`config.mk`:
```
export PLATFORM = sky130hd
export DESIGN_NAME = nmi_pulse_gen
export DESIGN_NICKNAME = d
export VERILOG_FILES = /design/src/rtl/nmi_pulse_gen.sv
export SDC_FILE = /design/constraint.sdc
export NUM_CORES = 1
export LEC_CHECK = 0
export BUFFER_PORTS_ARGS = -buffer_cell sky130_fd_sc_hd__buf_4
export CORE_MARGIN = 1.5
export CORE_UTILIZATION = 30
export DETAILED_ROUTE_END_ITERATION = 6
export GPL_TIMING_DRIVEN = 1
export SYNTH_ARGS = -nofsm -noshare
export SYNTH_HDL_FRONTEND = slang
export SYNTH_SLANG_ARGS = --single-unit
```
`constraint.sdc`:
```
create_clock -name clk -period 3.4 [get_ports clk]
set_input_delay 1.02 -clock clk [delete_from_list [all_inputs] [get_ports clk]]
set_output_delay 1.02 -clock clk [all_outputs]
set_load 0.02 [all_outputs]
```
`src/rtl/nmi_pulse_gen.sv`:
```
// nmi_pulse_gen: turns the NMI counter's level into the active-low NMI pulse
// sampled by the 6502 core. The pulse is stretched to PULSE_CYCLES CPU clock enables.
// The self-test switch (test_n) qualifies it. Each NMI edge also feeds an optional watchdog.
//
// Build option: define WATCHDOG_EN to compile in the watchdog (wcnt/rcnt/WRST).
// Without it, wdog_rst is tied low and wdog_clr is ignored.

module nmi_pulse_gen #(
  parameter int unsigned PULSE_CYCLES = 8,
  parameter int unsigned WDOG_LIMIT   = 8,
  parameter int unsigned RST_CYCLES   = 16
) (
  input  logic clk,
  input  logic rst,
  input  logic nmi_in,
  input  logic cpu_ce,
  input  logic test_n,
  input  logic wdog_clr,
  output logic nmi_n,
  output logic wdog_rst
);

  localparam logic [7:0] PulseLoad = 8'(PULSE_CYCLES);

  typedef enum logic [0:0] {
    StIdle,
    StAssert
  } nmi_state_e;

  nmi_state_e state_q, state_d;
  logic [7:0] pcnt_q, pcnt_d;
  logic       nmi_q, nmi_d;
  logic       nmi_n_q, nmi_n_d;

  logic       nmi_edge;
  logic       wrst_active;  // watchdog reset currently being held
  logic       wrst_enter;   // this clk's edge trips the watchdog

  // nmi_q resets high so a level already high at reset release is not an edge.
  assign nmi_d    = nmi_in;
  assign nmi_edge = nmi_in & ~nmi_q;

`ifdef WATCHDOG_EN
  localparam logic [7:0] WdogLimit = 8'(WDOG_LIMIT);
  localparam logic [7:0] RstLoad   = 8'(RST_CYCLES);

  logic [7:0] wcnt_q, wcnt_d;
  logic [7:0] rcnt_q, rcnt_d;
  logic       wdog_rst_q, wdog_rst_d;

  // Watchdog next state: count edges, trip at the limit, then time the reset.
  always_comb begin
    wcnt_d     = wcnt_q;
    rcnt_d     = rcnt_q;
    wdog_rst_d = wdog_rst_q;
    wrst_enter = 1'b0;
    if (wdog_rst_q) begin
      // Edges and clears are ignored while the reset is held.
      if (cpu_ce) begin
        if (rcnt_q == 8'd1) begin
          rcnt_d     = 8'd0;
          wdog_rst_d = 1'b0;
        end else begin
          rcnt_d = rcnt_q - 8'd1;
        end
      end
    end else if (wdog_clr) begin
      // Clear wins over a coincident edge.
      wcnt_d = 8'd0;
    end else if (nmi_edge) begin
      if (wcnt_q + 8'd1 == WdogLimit) begin
        wcnt_d     = 8'd0;
        rcnt_d     = RstLoad;
        wdog_rst_d = 1'b1;
        wrst_enter = 1'b1;
      end else begin
        wcnt_d = wcnt_q + 8'd1;
      end
    end
  end

  // Watchdog registers.
  always_ff @(posedge clk) begin
    if (rst) begin
      wcnt_q     <= 8'd0;
      rcnt_q     <= 8'd0;
      wdog_rst_q <= 1'b0;
    end else begin
      wcnt_q     <= wcnt_d;
      rcnt_q     <= rcnt_d;
      wdog_rst_q <= wdog_rst_d;
    end
  end

  assign wrst_active = wdog_rst_q;
  assign wdog_rst    = wdog_rst_q;
`else
  logic unused_wdog;
  assign unused_wdog = ^{wdog_clr, 8'(WDOG_LIMIT), 8'(RST_CYCLES)};

  assign wrst_active = 1'b0;
  assign wrst_enter  = 1'b0;
  assign wdog_rst    = 1'b0;
`endif

  // NMI FSM next state: start a pulse on a qualified edge, stretch over cpu_ce.
  always_comb begin
    state_d = state_q;
    pcnt_d  = pcnt_q;
    nmi_n_d = nmi_n_q;
    if (wrst_active || wrst_enter) begin
      // A watchdog reset overrides any pulse in flight.
      state_d = StIdle;
      pcnt_d  = 8'd0;
      nmi_n_d = 1'b1;
    end else begin
      case (state_q)
        StIdle: begin
          nmi_n_d = 1'b1;
          if (nmi_edge && test_n) begin
            state_d = StAssert;
            pcnt_d  = PulseLoad;
            nmi_n_d = 1'b0;
          end
        end
        StAssert: begin
          // Further edges and test_n changes do not affect a running pulse.
          nmi_n_d = 1'b0;
          if (cpu_ce) begin
            if (pcnt_q == 8'd1) begin
              state_d = StIdle;
              pcnt_d  = 8'd0;
              nmi_n_d = 1'b1;
            end else begin
              pcnt_d = pcnt_q - 8'd1;
            end
          end
        end
        default: begin
          state_d = StIdle;
          pcnt_d  = 8'd0;
          nmi_n_d = 1'b1;
        end
      endcase
    end
  end

  // NMI FSM, pulse counter, edge detector and registered nmi_n.
  always_ff @(posedge clk) begin
    if (rst) begin
      state_q <= StIdle;
      pcnt_q  <= 8'd0;
      nmi_q   <= 1'b1;
      nmi_n_q <= 1'b1;
    end else begin
      state_q <= state_d;
      pcnt_q  <= pcnt_d;
      nmi_q   <= nmi_d;
      nmi_n_q <= nmi_n_d;
    end
  end

  assign nmi_n = nmi_n_q;

endmodule

```
==> results of run 1 <==
through the flow:
step	util	setup WS [ns]	power (µW)	cell area (µm²)
floorplan	-	1.58	163	594
global placement	0.364	1.38	172	656
detailed placement	0.364	1.37	173	656
CTS	0.378	1.66	264	682
global route	0.378	1.57	275	682
finish	0.378	1.64	261	682
sequential cells by signal, summed over array words and instances (netlist names):
register	count
nmi_q	1
state_q	1
pcnt_q	8
nmi_n	1
cell families (layout without fill, tap and decap cells):
logic type	count (synthesis)	count (layout)	synth area share
AO/OA/AOI/OAI	18	18	0.215
adder cells (fa/ha/maj)	2	2	0.0421
buffers and inverters	4	12	0.0316
flip-flops	11	11	0.371
multiplexers	1	1	0.0168
other	1	1	0.00631
AND/OR/NAND/NOR	32	32	0.318
worst max-delay path by stage:
stage / to / slack, ns / cells past startpoint
2_1_floorplan: pcnt_q[5] / 1.58 / 4
3_3_place_gp: pcnt_q[5] / 1.38 / 5
3_5_place_dp: pcnt_q[5] / 1.37 / 5
4_1_cts: pcnt_q[5] / 1.66 / 5
5_1_grt: pcnt_q[5] / 1.57 / 5
6_report: pcnt_q[5] / 1.64 / 5
power by group through the flow:
stage               combinational (µW)  clock (µW)  sequential (µW)
finish                            32.8        90.3              138
global route                      36.2         101              138
CTS                               32.6        94.0              138
detailed placement                32.5           0              141
global placement                  31.7           0              140
floorplan                         22.5           0              140
worst max-delay path: cells and delay by family:
kind / cells / cell delay (ns)
AO/OA/AOI/OAI: 2 / 0.36
buffers and inverters: 1 / 0.14
AND/OR/NAND/NOR: 2 / 0.46
cells in the final DEF, fill, tap and decap left out:
cell type  count
conb_1         1
nor3_1         1
o41ai_1        1
nand4_1        1
a211o_1        1
clkbuf_4       3
a311oi_1       1
a21oi_1        3
nor2_4         1
mux2i_1        1
o311ai_0       1
a211oi_1       1
a31oi_2        1
o21bai_1       1
and3_1         1
and2b_1        1
nor3_4         1
nand3b_1       3
a31oi_1        3
inv_1          3
ha_1           2
nor2_1         7
dfxtp_1       11
o21a_1         1
nor3b_1        1
nand3_1        2
nand2_1        6
buf_4          5
o21ai_0        3
nor4bb_1       1
nand2b_1       2
a2bb2oi_1      1
or2_2          1
nor2b_1        3
clkbuf_1       1
layer usage:
metal	vias to the layer above	global-route usage
li1	268	-
met1	253	0.173
met2	13	0.203
met3	2	0.0340
met4	0	0.0667
met5	-	0
area by class of cell:
cell class,instances,area (µm²),share of cell area
timing repair buffer,5,37.5,0.0550
inverter,3,11.3,0.0165
clock buffer,4,26.3,0.0385
sequential,11,220,0.323
tap,25,31.3,0.0459
multi-input combinational,54,355,0.521
==> out/metrics.cfg, run 1 <==
[clocking]
cts_resized=0
clkTransAtPathRegs_ns=0.07
post_cts_buffers=0
htree_num_levels=1
clock-sinks=11
clk_path_buf_depth=2
cts_hold_buf=0
root_buffer=clkbuf_4
numCtsBuffers=3
cts_tree=built
clock_latency_ns=0.27

[worst_setup_path]
regToRegEndpoint=pcnt_q[3]
crit_fanout=8
r2r_slack_ns=1.88
arrival_ns=1.98
required_ns=3.62
cp_slowest_cell=nand3b_1
start_kind=input port
critPathMaxStageDelay_ns=0.24
reg2reg_depth=5
endpoint_kind=flop
path_cells=buf_4, nand3b_1, a31oi_2, nor3b_1, a211o_1
crit_path_start=rst
critPathKind=in -> reg
reg2reg_from=pcnt_q[0]

[timing]
setup_viol=0
fmax_ghz=0.567
setup-tns-final_ns=0
fin_worst_skew_ns=0.00332
period_share=0.519
period_needed_ns=1.76
drv_slew=0
hold_ws_ns=0.551
grt_setup_unrepaired=no
hold_violations=0

[yosys]
syn_inst=69
synthTopCellsByArea=dfxtp_1, nor2_1, ha_1
ys.flop_type=dfxtp_1
synth-edff-count=0
netlist_area_um2=594
synth_nets=77
synth_seq_cells=11
syn_area_per_cell_um2=8.61
async_flop_share=0
synth_top_area_frac=0.371
yosysWarnings=0
yosysMostFrequentCell=dfxtp_1
synth_top_area_cell=dfxtp_1
ys_top_cells_by_count=dfxtp_1, nor2_1, nand2_1
ys_types=33
ys_seq_area_frac=0.371

[die]
die_h_um=47.5
die-area_mm2=0.00226
die_w_um=47.5
start_util=0.330
placement_rows=15
coreArea_mm2=0.00180
num_io_pins=8

[routing]
routed.top_layer=met4
antenna_left=0
drt_iter0_drc=13
wl_per_cell_um=12.1
drc_errors=0
wirelength_mm=1.24
via_count=536
m1WireLength_um=600
met2_length_um=573
via_per_inst=5.25
dr.pass1.iters=4
routed-wl-met3_um=48

[hold_path]
min_path_type=reg -> reg
worstHoldEndpoint=pcnt_q[4]
whs_path_depth=1
hold_start=pcnt_q[4]

[outcome]
status=complete, no violations

[grt]
grt_pass1_wl_mm=2.08
grt_pass1_vias=487
antenna_found_initial=0
overflow=0
grt_max_degree=11
grt_usage=0.133

[power]
power_frac_comb=0.126
p_int_uw=192
p_leak_uw=0.000283
p_sw_uw=68.3
clkPwrFrac=0.346
swShare=0.262
seqPwrFrac=0.528
p_per_area_mw_per_mm2=382
vdd_drop_max_mv=0.149

[place]
dp_cells=98
hpwlAfterDp_um=873
routabilityCongestion=0.701
port_buffers=5

[final_layout]
nNetsFinal=86
drive_above_1_share=0.156
fill_cells=197
antenna_cells=0
area_delta_synth_final_pct=14.7
final_cell_count_no_fill=102

[flow_run]
max_cap_violations=0

No activity file was read; power rests on OpenSTA's default activity.
==> inputs of run 2 (changes only) <==
- clock period: 3.4 -> 1.6 ns (I/O delays scaled with it)
==> run 2 against run 1 <==
  * Cell area is 2.2% higher
  * Cell count grew 2.0%
  * Worst hold slack worse by 0.14 ns
  * Die area did not move
  * Clock power up 110%
  * Sequential cell count unchanged
  * First-iteration DRC count rose by 54%
  * Critical path depth unchanged
==> out/metrics.cfg, run 2 (synthesized netlist as in run 1, its figures left out) <==
[routing]
dr.pass1.iters=4
wl_per_cell_um=11.2
antenna_left=0
wirelength_mm=1.17
drt_iter0_drc=20
via_count=512
via_per_inst=4.92
drc_errors=0

[place]
routabilityCongestion=0.710
port_buffers=5
dp_cells=100
hpwlAfterDp_um=847

[worst_setup_path]
critPathKind=reg -> reg
required_ns=1.74
endpoint_kind=flop
start_kind=flop
crit_fanout=6
arrival_ns=1.63

[timing]
setup_viol=0
period_needed_ns=1.49
fmax_ghz=0.671
grt_setup_unrepaired=no
drv_slew=0
fin_worst_skew_ns=0.00479
period_share=0.932
setup-tns-final_ns=0
hold_violations=0

[clocking]
clkTransAtPathRegs_ns=0.07
clk_path_buf_depth=2
clock_latency_ns=0.27
numCtsBuffers=3
cts_tree=built
cts_hold_buf=0
root_buffer=clkbuf_4
htree_num_levels=1
cts_resized=0
post_cts_buffers=0
clock-sinks=11

[hold_path]
min_path_type=in -> reg

[grt]
antenna_found_initial=0
grt_max_degree=11
grt_pass1_vias=403
grt_usage=0.116
overflow=0
grt_pass1_wl_mm=1.77

[final_layout]
final_cell_count_no_fill=104
drive_above_1_share=0.177
area_delta_synth_final_pct=17.3
max_flop_register=pcnt_q
nNetsFinal=88
final_common_cell=dfxtp_1
layout_common_cells=dfxtp_1, nor2_1, buf_4, nand2_1
largest_reg_flops=8
antenna_cells=0

[outcome]
status=complete, no violations

[die]
die_h_um=47.5
placement_rows=15
die_w_um=47.5
coreArea_mm2=0.00180
die-area_mm2=0.00226
num_io_pins=8
start_util=0.330

[flow_run]
max_cap_violations=0

[power]
p_leak_uw=0.000291
p_per_area_mw_per_mm2=792
vdd_drop_max_mv=0.479

run 2: cell types whose count changed in the layout (fill, tap and decap cells not counted):
cell   before  now
buf_4       5    7
run 2: layout make-up:
| cell class | count | area [µm²] |
|---|---|---|
| fillers | 208 | 1100 |
| multi-input cells | 54 | 355 |
| flip-flops and latches | 11 | 220 |
| repair buffers | 7 | 52.6 |
| well taps | 25 | 31.3 |
| clock buffers | 4 | 26.3 |
| inverters | 3 | 11.3 |
run 2: per-stage QoR:
stage                     area [µm²]  power, µW  hold WS, ns  worst slack, ns  utilization
final                            697        552        0.413            0.109        0.387
after detailed placement         671        370        0.539            0.126        0.372
after CTS                        697        562        0.403            0.130        0.387
after floorplan                  594        346        0.496            0.278            -
after global placement           671        368        0.535            0.111        0.372
after global routing             697        583        0.397           0.0139        0.387
run 2: worst paths after layout:
| check | slack, ns | endpoint | depth (start not counted) | startpoint |
|---|---|---|---|---|
| worst max-delay path | 0.11 | pcnt_q[3] | 5 | pcnt_q[0] |
| worst min-delay path | 0.41 | nmi_q | 2 | nmi_in |
| worst max register to register | 0.11 | pcnt_q[3] | 5 | pcnt_q[0] |
| worst min register to register | 0.55 | pcnt_q[4] | 1 | pcnt_q[4] |
run 2: metal layers:
layer	global-route usage	wire length, µm	vias to the layer above
met1	0.171	622	233
li1	-	-	270
met2	0.146	500	5
met3	0.0340	25	4
met5	0	0	-
met4	0.0667	16	0
run 2: power breakdown:
group / switching, µW / leakage [µW] / internal [µW]
combinational: 39.4 / 0.000187 / 32.1
sequential: 9.78 / 0.0000894 / 283
clock: 91.6 / 0.0000150 / 96.4
run 2: worst max-delay path, stage by stage (launching register included):
cell	delay, ns
dfxtp_1	0.43
ha_1	0.20
and2b_1	0.19
nand3_1	0.08
o21bai_1	0.36
nor3_1	0.11
